`src/rtl/apb_master_bridge.sv`:
```
// Purpose: bridges single valid/ready read/write commands onto one APB3 transfer to one of two slaves.
// Latency: accept at edge N -> SETUP N+1 -> ACCESS N+2.. ; zero-wait slave gives rsp_valid at N+3.
// Backpressure: cmd_ready only in IDLE (including the rsp_valid cycle); responses cannot be stalled.
module apb_master_bridge #(
  parameter int ADDR_W  = 32,
  parameter int DATA_W  = 32,
  parameter int SEL_BIT = 15,
  parameter int TIMEOUT = 16
) (
  input  logic              PCLK,
  input  logic              PRESET,
  input  logic              cmd_valid,
  output logic              cmd_ready,
  input  logic              cmd_write,
  input  logic [ADDR_W-1:0] cmd_addr,
  input  logic [DATA_W-1:0] cmd_wdata,
  output logic              rsp_valid,
  output logic [DATA_W-1:0] rsp_rdata,
  output logic              rsp_err,
  output logic              PSEL0,
  output logic              PSEL1,
  output logic              PENABLE,
  output logic              PWRITE,
  output logic [ADDR_W-1:0] PADDR,
  output logic [DATA_W-1:0] PWDATA,
  input  logic              PREADY0,
  input  logic              PREADY1,
  input  logic [DATA_W-1:0] PRDATA0,
  input  logic [DATA_W-1:0] PRDATA1,
  input  logic              PSLVERR0,
  input  logic              PSLVERR1
);

  // Wide enough to hold TIMEOUT itself: the abort edge loads the full count.
  localparam int CNT_W = $clog2(TIMEOUT + 1);

  typedef enum logic [1:0] {ST_IDLE, ST_SETUP, ST_ACCESS} state_t;

  state_t            state, state_nxt;
  logic [CNT_W-1:0]  tmo_cnt, tmo_cnt_nxt, tmo_inc;
  logic              psel0_nxt, psel1_nxt, penable_nxt, pwrite_nxt;
  logic [ADDR_W-1:0] paddr_nxt;
  logic [DATA_W-1:0] pwdata_nxt;
  logic              rsp_valid_nxt, rsp_err_nxt;
  logic [DATA_W-1:0] rsp_rdata_nxt;
  logic              accept;
  logic              sel;
  logic              sel_ready;
  logic              sel_slverr;
  logic [DATA_W-1:0] sel_rdata;

  assign cmd_ready = (state == ST_IDLE) & ~PRESET;
  assign accept    = cmd_valid & cmd_ready;

  // The latched address decides which slave's return signals matter; the other is ignored.
  assign sel        = PADDR[SEL_BIT];
  assign sel_ready  = sel ? PREADY1  : PREADY0;
  assign sel_slverr = sel ? PSLVERR1 : PSLVERR0;
  assign sel_rdata  = sel ? PRDATA1  : PRDATA0;
  assign tmo_inc    = tmo_cnt + CNT_W'(1);

  // Next-state and next-output decode; every registered output is computed here.
  always_comb begin
    state_nxt     = state;
    tmo_cnt_nxt   = tmo_cnt;
    psel0_nxt     = PSEL0;
    psel1_nxt     = PSEL1;
    penable_nxt   = PENABLE;
    pwrite_nxt    = PWRITE;
    paddr_nxt     = PADDR;
    pwdata_nxt    = PWDATA;
    rsp_valid_nxt = 1'b0;
    rsp_err_nxt   = rsp_err;
    rsp_rdata_nxt = rsp_rdata;
    case (state)
      ST_IDLE: begin
        if (accept) begin
          state_nxt   = ST_SETUP;
          tmo_cnt_nxt = '0;
          pwrite_nxt  = cmd_write;
          paddr_nxt   = cmd_addr;
          pwdata_nxt  = cmd_wdata;
          psel0_nxt   = ~cmd_addr[SEL_BIT];
          psel1_nxt   = cmd_addr[SEL_BIT];
        end
      end
      ST_SETUP: begin
        state_nxt   = ST_ACCESS;
        penable_nxt = 1'b1;
      end
      ST_ACCESS: begin
        if (sel_ready) begin
          // Normal completion; also wins over a timeout landing in the same cycle.
          state_nxt     = ST_IDLE;
          psel0_nxt     = 1'b0;
          psel1_nxt     = 1'b0;
          penable_nxt   = 1'b0;
          rsp_valid_nxt = 1'b1;
          rsp_err_nxt   = sel_slverr;
          rsp_rdata_nxt = (~PWRITE & ~sel_slverr) ? sel_rdata : '0;
        end else begin
          tmo_cnt_nxt = tmo_inc;
          if (tmo_inc == CNT_W'(TIMEOUT)) begin
            state_nxt     = ST_IDLE;
            psel0_nxt     = 1'b0;
            psel1_nxt     = 1'b0;
            penable_nxt   = 1'b0;
            rsp_valid_nxt = 1'b1;
            rsp_err_nxt   = 1'b1;
            rsp_rdata_nxt = '0;
          end
        end
      end
      default: state_nxt = ST_IDLE;
    endcase
  end

  // State and output registers; reset abandons any transfer without a response.
  always_ff @(posedge PCLK) begin
    if (PRESET) begin
      state     <= ST_IDLE;
      tmo_cnt   <= '0;
      PSEL0     <= 1'b0;
      PSEL1     <= 1'b0;
      PENABLE   <= 1'b0;
      PWRITE    <= 1'b0;
      PADDR     <= '0;
      PWDATA    <= '0;
      rsp_valid <= 1'b0;
      rsp_err   <= 1'b0;
      rsp_rdata <= '0;
    end else begin
      state     <= state_nxt;
      tmo_cnt   <= tmo_cnt_nxt;
      PSEL0     <= psel0_nxt;
      PSEL1     <= psel1_nxt;
      PENABLE   <= penable_nxt;
      PWRITE    <= pwrite_nxt;
      PADDR     <= paddr_nxt;
      PWDATA    <= pwdata_nxt;
      rsp_valid <= rsp_valid_nxt;
      rsp_err   <= rsp_err_nxt;
      rsp_rdata <= rsp_rdata_nxt;
    end
  end

endmodule

```
`config.mk`:
```
export PLATFORM = sky130hd
export DESIGN_NAME = apb_master_bridge
export DESIGN_NICKNAME = d
export VERILOG_FILES = /design/src/rtl/apb_master_bridge.sv
export SDC_FILE = /design/constraint.sdc
export NUM_CORES = 1
export LEC_CHECK = 0
export BUFFER_PORTS_ARGS = -buffer_cell sky130_fd_sc_hd__buf_2
export CORE_MARGIN = 2
export CORE_UTILIZATION = 34
export CTS_CLUSTER_SIZE = 8
export DETAILED_ROUTE_END_ITERATION = 10
export HOLD_SLACK_MARGIN = 0.08
export PLACE_DENSITY = 0.61
export SYNTH_ARGS = -nofsm -noshare
export SYNTH_HDL_FRONTEND = slang
export SYNTH_SLANG_ARGS = --single-unit
```
`constraint.sdc`:
```
create_clock -name PCLK -period 2.1 [get_ports PCLK]
set_clock_uncertainty 0.05 [all_clocks]
set_input_delay 0.42 -clock PCLK [delete_from_list [all_inputs] [get_ports PCLK]]
set_output_delay 0.42 -clock PCLK [all_outputs]
set_load 0.05 [all_outputs]
```
== Yosys cells after proc, flatten, opt, wreduce, memory -nomap -nowiden ==
Cells that the tools add are included.
Widths: inputs -> output; s select.

* Add/sub/neg operators: 1
* $mul: 0
* Divide/modulo/power cells: 0
* $lt $le $gt $ge: 0
* Equality and inequality tests: 6
* Shift operators: 0
* Mux-type cells: 24
* Bitwise operators: 8
* Reduce and logical (&&, ||, !) cells: 11

{| class="wikitable"
|+ Operator list
! cell !! number
|-
| $mux 32 || 4
|-
| $mux 1 || 10
|-
| $mux 5 || 2
|-
| $pmux 5 s2 || 1
|-
| $reduce_and 2->1 || 4
|-
| $mux 2 || 3
|-
| $pmux 1 s2 || 3
|-
| $pmux 2 s3 || 1
|-
| $reduce_and 3->1 || 2
|-
| $reduce_bool 2->1 || 3
|-
| $add 5x1->5 const B || 1
|-
| $eq 5x5->1 const B || 1
|-
| $not 1->1 || 5
|-
| $ne 2x2->1 const B || 2
|-
| $and 1x1->1 || 3
|-
| $ne 3x3->1 const B || 1
|-
| $eq 2x1->1 const B || 1
|-
| $eq 2x2->1 const B || 1
|-
| $logic_not 2->1 || 1
|-
| $reduce_or 2->1 || 1
|}

* Register bits after elaboration: 109
* Bits in latches: 0
* RAM bits: 0
* Memory bits (read-only): 0
* Output and inout bits: 103
* Word-level logic and storage cells: 61
* Memories kept: 0

== Logic depth before layout (Yosys ltp) ==
Gate-level depths: netlist of run 1.

* Depth after elaboration: 5
* Gate-level depth with buffers: 7
* Depth with buffers taken out: 6

== Least setup slack after synthesis of run 1 ==
No wires, ideal clock.

* Path type: input to register
* Start point: input port PRESET
* End point: register PADDR[0]
* Setup time: 0.070 ns
* Arrival: 2.495 ns
* Data required time: 1.980 ns
* Path slack: -0.516 ns
* Cell stages on the path: 7
* Path buffers: 2
* Cell sequence: nor3_1 -> nand2_1 -> inv_1 -> buf_2 -> buf_2 -> nand2_1 -> a21oi_1

* Longest elaborated chain between the ends: 4

{| class="wikitable"
|+ Ends and longest elaborated chain
! element !! line !! text
|-
| start: declaration || 11 || <nowiki>input logic PRESET,</nowiki>
|-
| $not 1->1 || 52 || <nowiki>assign cmd_ready = (state == ST_IDLE) & ~PRESET;</nowiki>
|-
| $and 1x1->1 || 52 ||
|-
| $and 1x1->1 || 53 || <nowiki>assign accept = cmd_valid & cmd_ready;</nowiki>
|-
| $reduce_and 2->1 (no line) || n/a ||
|-
| end signal: assignment || 139 || <nowiki>PADDR <= paddr_nxt;</nowiki>
|-
| end: declaration || 24 || <nowiki>output logic [ADDR_W-1:0] PADDR,</nowiki>
|}

Several ways; a longest one is shown, not always the timed one.
A chain may end at the register's enable or synchronous reset.

== Worst setup path after layout of run 1 ==
* Start point: register PADDR[15]
* End point: output port PADDR[15]

No word-level cell between the ends.

==> impl_metrics.json, run 1 <==
{
  "crit_cells": 2,
  "total_power_mw": 4.56,
  "vdd_drop_max_mv": 0.424,
  "cpMaxStageDelayCell": "dfxtp_2",
  "setup_violations": 0,
  "timing.final.crit_share_pct": 95.4,
  "ctsLongestPathBuffers": 2,
  "design_area_sq_um": 5760,
  "finalHoldViolCount": 0,
  "htree_num_levels": 3,
  "synth_common_cells": "nand2_1 (132), dfxtp_1 (109), a21oi_1 (70)",
  "synth_area_leaders": "dfxtp_1 (52%), nand2_1 (12%), a21oi_1 (8.4%)",
  "start_kind": "register",
  "io_buffers": 238,
  "final_nets": 815,
  "drc": 0,
  "rsz0062_at_grt": "no",
  "holdPathStages": 3,
  "cts.sinks": 109,
  "n_fill_cell": 1166,
  "core-area_sq_um": 12000,
  "tightestPinTransition_ns": 0.489,
  "use_met3_pct": 6.62,
  "viasPerCell": 4.74,
  "seqPwrFrac_pct": 47.8,
  "dp_hpwl_microns": 8190,
  "numCtsBuffers": 9,
  "drv_slew": 0,
  "place.gp.congestion": 0.718,
  "cts.root.buffer_cell": "clkbuf_16",
  "synth_warnings": 0,
  "hold_class": "primary input to register",
  "use_met1_pct": 17.9,
  "end_kind": "output pin",
  "grt.busiest_layer": "met2",
  "drt-pass1-iter-count": 4,
  "grt_use_met2_pct": 27.3,
  "placed_area_sq_um": 5480,
  "pin_count": 239,
  "start_util_pct": 34.8,
  "slew_headroom_pct": 67.4,
  "grt_start_max_net_pins": 67,
  "clk_latency_ns": 0.34,
  "antenna_found_initial": 0,
  "synthCells": 453,
  "ctsHoldBuffers": 0,
  "grt_usage_pct": 16.1,
  "drt-total-wl_microns": 11100,
  "worstPathArrival_ns": 1.53,
  "power_leakage_nw": 2.63,
  "diodes": 0,
  "clk_pin_slew_ns": 0.07,
  "ys_seq_area_share_pct": 52.4,
  "fin_tns_setup_ns": 0,
  "power_frac_clock_pct": 35.9,
  "avgRoutedWirePerCell_microns": 13.4,
  "syn-num-nets": 590,
  "num_vias": 3927,
  "drive_above_1_share_pct": 41.1,
  "grt_pass1_vias": 3640,
  "post_synth_num_cell_types": 35,
  "critical-path-max-stage-delay_ns": 0.49,
  "yosysMostFrequentCell": "nand2_1",
  "grt_pass1_wl_microns": 16800,
  "die_y_microns": 115,
  "cts_tree": "yes",
  "antenna_left": 0,
  "critPathTopFamily": "buffers and inverters",
  "status": "finished clean",
  "switching_share_pct": 27.8,
  "combPwrFrac_pct": 16.3,
  "crit_fanout": 19,
  "fmax_mhz": 499,
  "worstSetupStartpoint": "PADDR[15]$_SDFFE_PP0P_",
  "worst-path-buf-inv": 2,
  "critPathKind": "register to output pin",
  "synthArstFlopShare_pct": 0,
  "ys_seq_elements": 109,
  "synth_edf_count": 0,
  "synth_top_area_share_pct": 52.4,
  "cp_data_required_time_ns": 1.63,
  "p_int_mw": 3.30,
  "rows": 40,
  "r2r_end": "rsp_rdata[12]$_SDFFE_PP0P_",
  "power_density_nw_per_um2": 792,
  "reg2reg_from": "PADDR[15]$_SDFFE_PP0P_",
  "gr-total-overflow": 0,
  "ff2ff_path_depth": 4,
  "worstPathCellList": "buf_4 > buf_2",
  "crit_path_end": "PADDR[15]",
  "netSwitchingPower_mw": 1.27,
  "yosys_most_used_dff": "dfxtp_1",
  "max-cap-violations": 0,
  "cts_setup_buffers": 0,
  "drt_iter0_markers": 151,
  "fin_crit_ns": 2.00,
  "netlist_area_sq_um": 4160,
  "die_width_microns": 115,
  "reg2reg_slack_ns": 0.33,
  "synth_area_leader_cell": "dfxtp_1",
  "syn2layout_area_growth_pct": 38.3,
  "dieArea_sq_um": 13100,
  "postSynthAreaPerCell_sq_um": 9.19,
  "cts_resized": 0
}
==> stage by stage <==
stage | setup slack, ns | hold slack [ns] | utilization, % | cells
floorplan | 0.0223 | 0.416 | - | 453
global placement | 0.384 | 0.390 | 45.8 | 814
detailed placement | 0.351 | 0.393 | 45.8 | 814
CTS | 0.0638 | 0.237 | 48.1 | 829
global route | 0.0314 | 0.246 | 48.1 | 829
finish | 0.0963 | 0.254 | 48.1 | 829
==> area by class of cell <==
class                      count  area [sq um]  area share, %
clock inverter                 5          52.6          0.912
sequential                   109          2180           37.9
multi-input combinational    307          1810           31.5
timing repair buffer         247          1280           22.3
inverter                       4          15.0          0.261
tap                          147           184           3.19
clock buffer                  10           229           3.98
==> layer usage <==
| layer | part of all wire, % | vias to the layer above |
|---|---|---|
| li1 | - | 1994 |
| met1 | 42 | 1753 |
| met2 | 46 | 168 |
| met3 | 11 | 12 |
| met4 | 1.6 | 0 |
| met5 | 0 | - |
==> how the worst min path moves through the flow <==
| stage | slack (ns) | to | start |
|---|---|---|---|
| 4_1_cts | 0.24 | PWDATA[28]$_SDFFE_PP0P_ | cmd_wdata[28] |
| 6_report | 0.25 | PADDR[27]$_SDFFE_PP0P_ | cmd_addr[27] |
| 2_1_floorplan | 0.42 | tmo_cnt[4]$_SDFFE_PP0P_ | tmo_cnt[4]$_SDFFE_PP0P_ |
| 5_1_grt | 0.25 | PADDR[18]$_SDFFE_PP0P_ | cmd_addr[18] |
| 3_5_place_dp | 0.39 | PADDR[19]$_SDFFE_PP0P_ | PADDR[19]$_SDFFE_PP0P_ |
| 3_3_place_gp | 0.39 | PADDR[20]$_SDFFE_PP0P_ | PADDR[20]$_SDFFE_PP0P_ |
==> power by group through the flow <==
stage | registers (mW) | clock network (mW) | logic, mW
CTS | 2.18 | 1.69 | 0.751
floorplan | 2.47 | 0 | 0.246
detailed placement | 2.23 | 0 | 0.750
finish | 2.18 | 1.64 | 0.742
global route | 2.19 | 1.77 | 0.796
global placement | 2.23 | 0 | 0.742
==> state kept, by name, indices dropped and copies added (netlist names) <==
name       cells
rsp_valid      1
PSEL1          1
PENABLE        1
state          2
PWDATA        32
PWRITE         1
PADDR         32
tmo_cnt        5
PSEL0          1
rsp_err        1
rsp_rdata     32
==> worst reg2reg max path, cell delays in order, from the launching register on <==
cell and delay [ns]:
dfxtp_2 0.49, mux2_4 0.39, a221oi_4 0.35, buf_12 0.24, o2bb2ai_1 0.18
==> cells by family (layout without fill, tap and decap cells) <==
logic type | after synthesis | count (layout) | synth area share [%]
AND/OR/NAND/NOR | 155 | 155 | 15.0
AO/OA/AOI/OAI | 118 | 118 | 20.0
flip-flops | 109 | 109 | 52.4
buffers and inverters | 37 | 266 | 4.27
multiplexers | 33 | 33 | 8.05
adder cells (fa/ha/maj) | 1 | 1 | 0.300
==> cell usage in the layout (no fill, tap or decap), types with 2 or more instances in the layout <==
| cell type | n |
|---|---|
| nand2_1 | 131 |
| a31o_2 | 2 |
| o21ai_0 | 4 |
| and2_1 | 2 |
| buf_4 | 7 |
| or4_1 | 2 |
| o2bb2ai_2 | 10 |
| inv_1 | 3 |
| dfxtp_1 | 108 |
| mux2i_1 | 32 |
| buf_12 | 2 |
| nand3b_1 | 2 |
| nor2_1 | 6 |
| and2b_1 | 2 |
| nand3_1 | 2 |
| clkbuf_16 | 9 |
| buf_2 | 238 |
| clkinv_2 | 3 |
| o2bb2ai_1 | 22 |
| nor3_1 | 3 |
| a21oi_1 | 70 |
(Power assumes the default switching activity.)
==> inputs of run 2 (changes only) <==
Settings changed: ABC_CLOCK_PERIOD_IN_PS set to 2100, CORE_UTILIZATION 34 to 44, PLACE_DENSITY 0.61 to 0.76.
==> impl_metrics.json, run 2 (synthesized netlist as in run 1, its figures left out) <==
{
  "power_density_nw_per_um2": 731,
  "ctsLongestPathBuffers": 2,
  "layout_common_cells": "buf_2 (238), nand2_1 (131), dfxtp_1 (108), a21oi_1 (70), mux2i_1 (32)",
  "gr-total-overflow": 0,
  "cts.sinks": 109,
  "drt-total-wl_microns": 11000,
  "worst-path-buf-inv": 1,
  "htree_num_levels": 3,
  "pin_count": 239,
  "cts_tree": "yes",
  "clk_pin_slew_ns": 0.11,
  "cts_resized": 0,
  "clk_latency_ns": 0.36,
  "num_vias": 3962,
  "fin_tns_setup_ns": 0,
  "start_kind": "register",
  "grt_pass1_vias": 3567,
  "drt_iter0_markers": 123,
  "antenna_left": 0,
  "dp_hpwl_microns": 8260,
  "dieArea_sq_um": 10300,
  "max-cap-violations": 0,
  "n_fill_cell": 803,
  "worstPathArrival_ns": 2.06,
  "rows": 35,
  "grt_start_max_net_pins": 67,
  "start_util_pct": 45.3,
  "fmax_mhz": 558,
  "ctsHoldBuffers": 0,
  "end_kind": "register",
  "grt_pass1_wl_microns": 16300,
  "fin_crit_ns": 1.79,
  "final_nets": 815,
  "crit_fanout": 31,
  "viasPerCell": 4.99,
  "cts_setup_buffers": 0,
  "io_buffers": 238,
  "core-area_sq_um": 9200,
  "top_regs": "PADDR (32), PWDATA (32), rsp_rdata (32)",
  "vdd_drop_max_mv": 0.470,
  "worstPathCellList": "and2b_1 > a32o_1 > a221oi_4 > buf_12 > a31o_2",
  "antenna_found_initial": 0,
  "setup_violations": 0,
  "numCtsBuffers": 9,
  "drv_slew": 0,
  "status": "finished clean",
  "hold_class": "primary input to register",
  "placed_area_sq_um": 5450,
  "tightestPinTransition_ns": 0.466,
  "critical-path-max-stage-delay_ns": 0.38,
  "syn2layout_area_growth_pct": 35.2,
  "rsz0062_at_grt": "no",
  "design_area_sq_um": 5630,
  "die_width_microns": 101,
  "cp_data_required_time_ns": 2.37,
  "drt-pass1-iter-count": 4,
  "place.gp.congestion": 0.774,
  "diodes": 0,
  "power_leakage_nw": 2.59,
  "cpMaxStageDelayCell": "dfxtp_1",
  "layout_commonest_cell": "buf_2",
  "drc": 0,
  "cts.root.buffer_cell": "clkbuf_8",
  "critPathTopFamily": "compound AO/OA/AOI/OAI gates",
  "drive_above_1_share_pct": 41.1,
  "finalHoldViolCount": 0,
  "avgRoutedWirePerCell_microns": 13.8,
  "grt_usage_pct": 19.8,
  "die_y_microns": 101,
  "slew_headroom_pct": 68.9,
  "timing.final.crit_share_pct": 85.3,
  "critPathKind": "register to register"
}
[run 2: metrics by stage]
step	power, mW	setup slack, ns	instances	util (%)	hold slack (ns)
floorplan	2.72	0.0223	453	-	0.416
global placement	2.96	0.297	778	59.2	0.389
detailed placement	2.98	0.272	778	59.2	0.393
CTS	4.15	0.280	794	61.2	0.219
global route	4.29	0.211	794	61.2	0.216
finish	4.12	0.309	794	61.2	0.231
[run 2: cell type report]
cell class | instances | area (sq um) | share of cell area [%]
sequential | 109 | 2180 | 38.8
clock inverter | 5 | 45.0 | 0.800
tap | 111 | 139 | 2.47
timing repair buffer | 247 | 1300 | 23.0
multi-input combinational | 307 | 1810 | 32.2
clock buffer | 11 | 141 | 2.51
inverter | 4 | 15.0 | 0.267
[run 2: worst register-to-register path: stages (launching register included)]
cell	delay (ns)
dfxtp_1	0.38
and2b_1	0.19
a32o_1	0.31
a221oi_4	0.38
buf_12	0.25
a31o_2	0.19
[run 2: final timing paths]
path	start	to	slack [ns]	depth (start not counted)
setup / recovery	tmo_cnt[4]$_SDFFE_PP0P_	PSEL1$_SDFFE_PP0P_	0.31	5
hold / removal	cmd_wdata[27]	PWDATA[27]$_SDFFE_PP0P_	0.23	3
setup reg to reg	tmo_cnt[4]$_SDFFE_PP0P_	PSEL1$_SDFFE_PP0P_	0.31	5
hold reg to reg	PADDR[30]$_SDFFE_PP0P_	PADDR[30]$_SDFFE_PP0P_	0.41	2
[run 2: power breakdown]
| part | internal (mW) | switching [mW] | total [mW] |
|---|---|---|---|
| sequential | 2.14 | 0.0388 | 2.18 |
| combinational | 0.242 | 0.502 | 0.744 |
| clock | 0.480 | 0.714 | 1.19 |
[run 2: metal layers]
metal	share of wire [%]	GRT usage, %	vias up
met2	49	35.0	178
met3	9.9	7.18	12
met1	40	22.3	1772
met5	0	0	-
met4	1.1	6.13	0
li1	-	-	2000
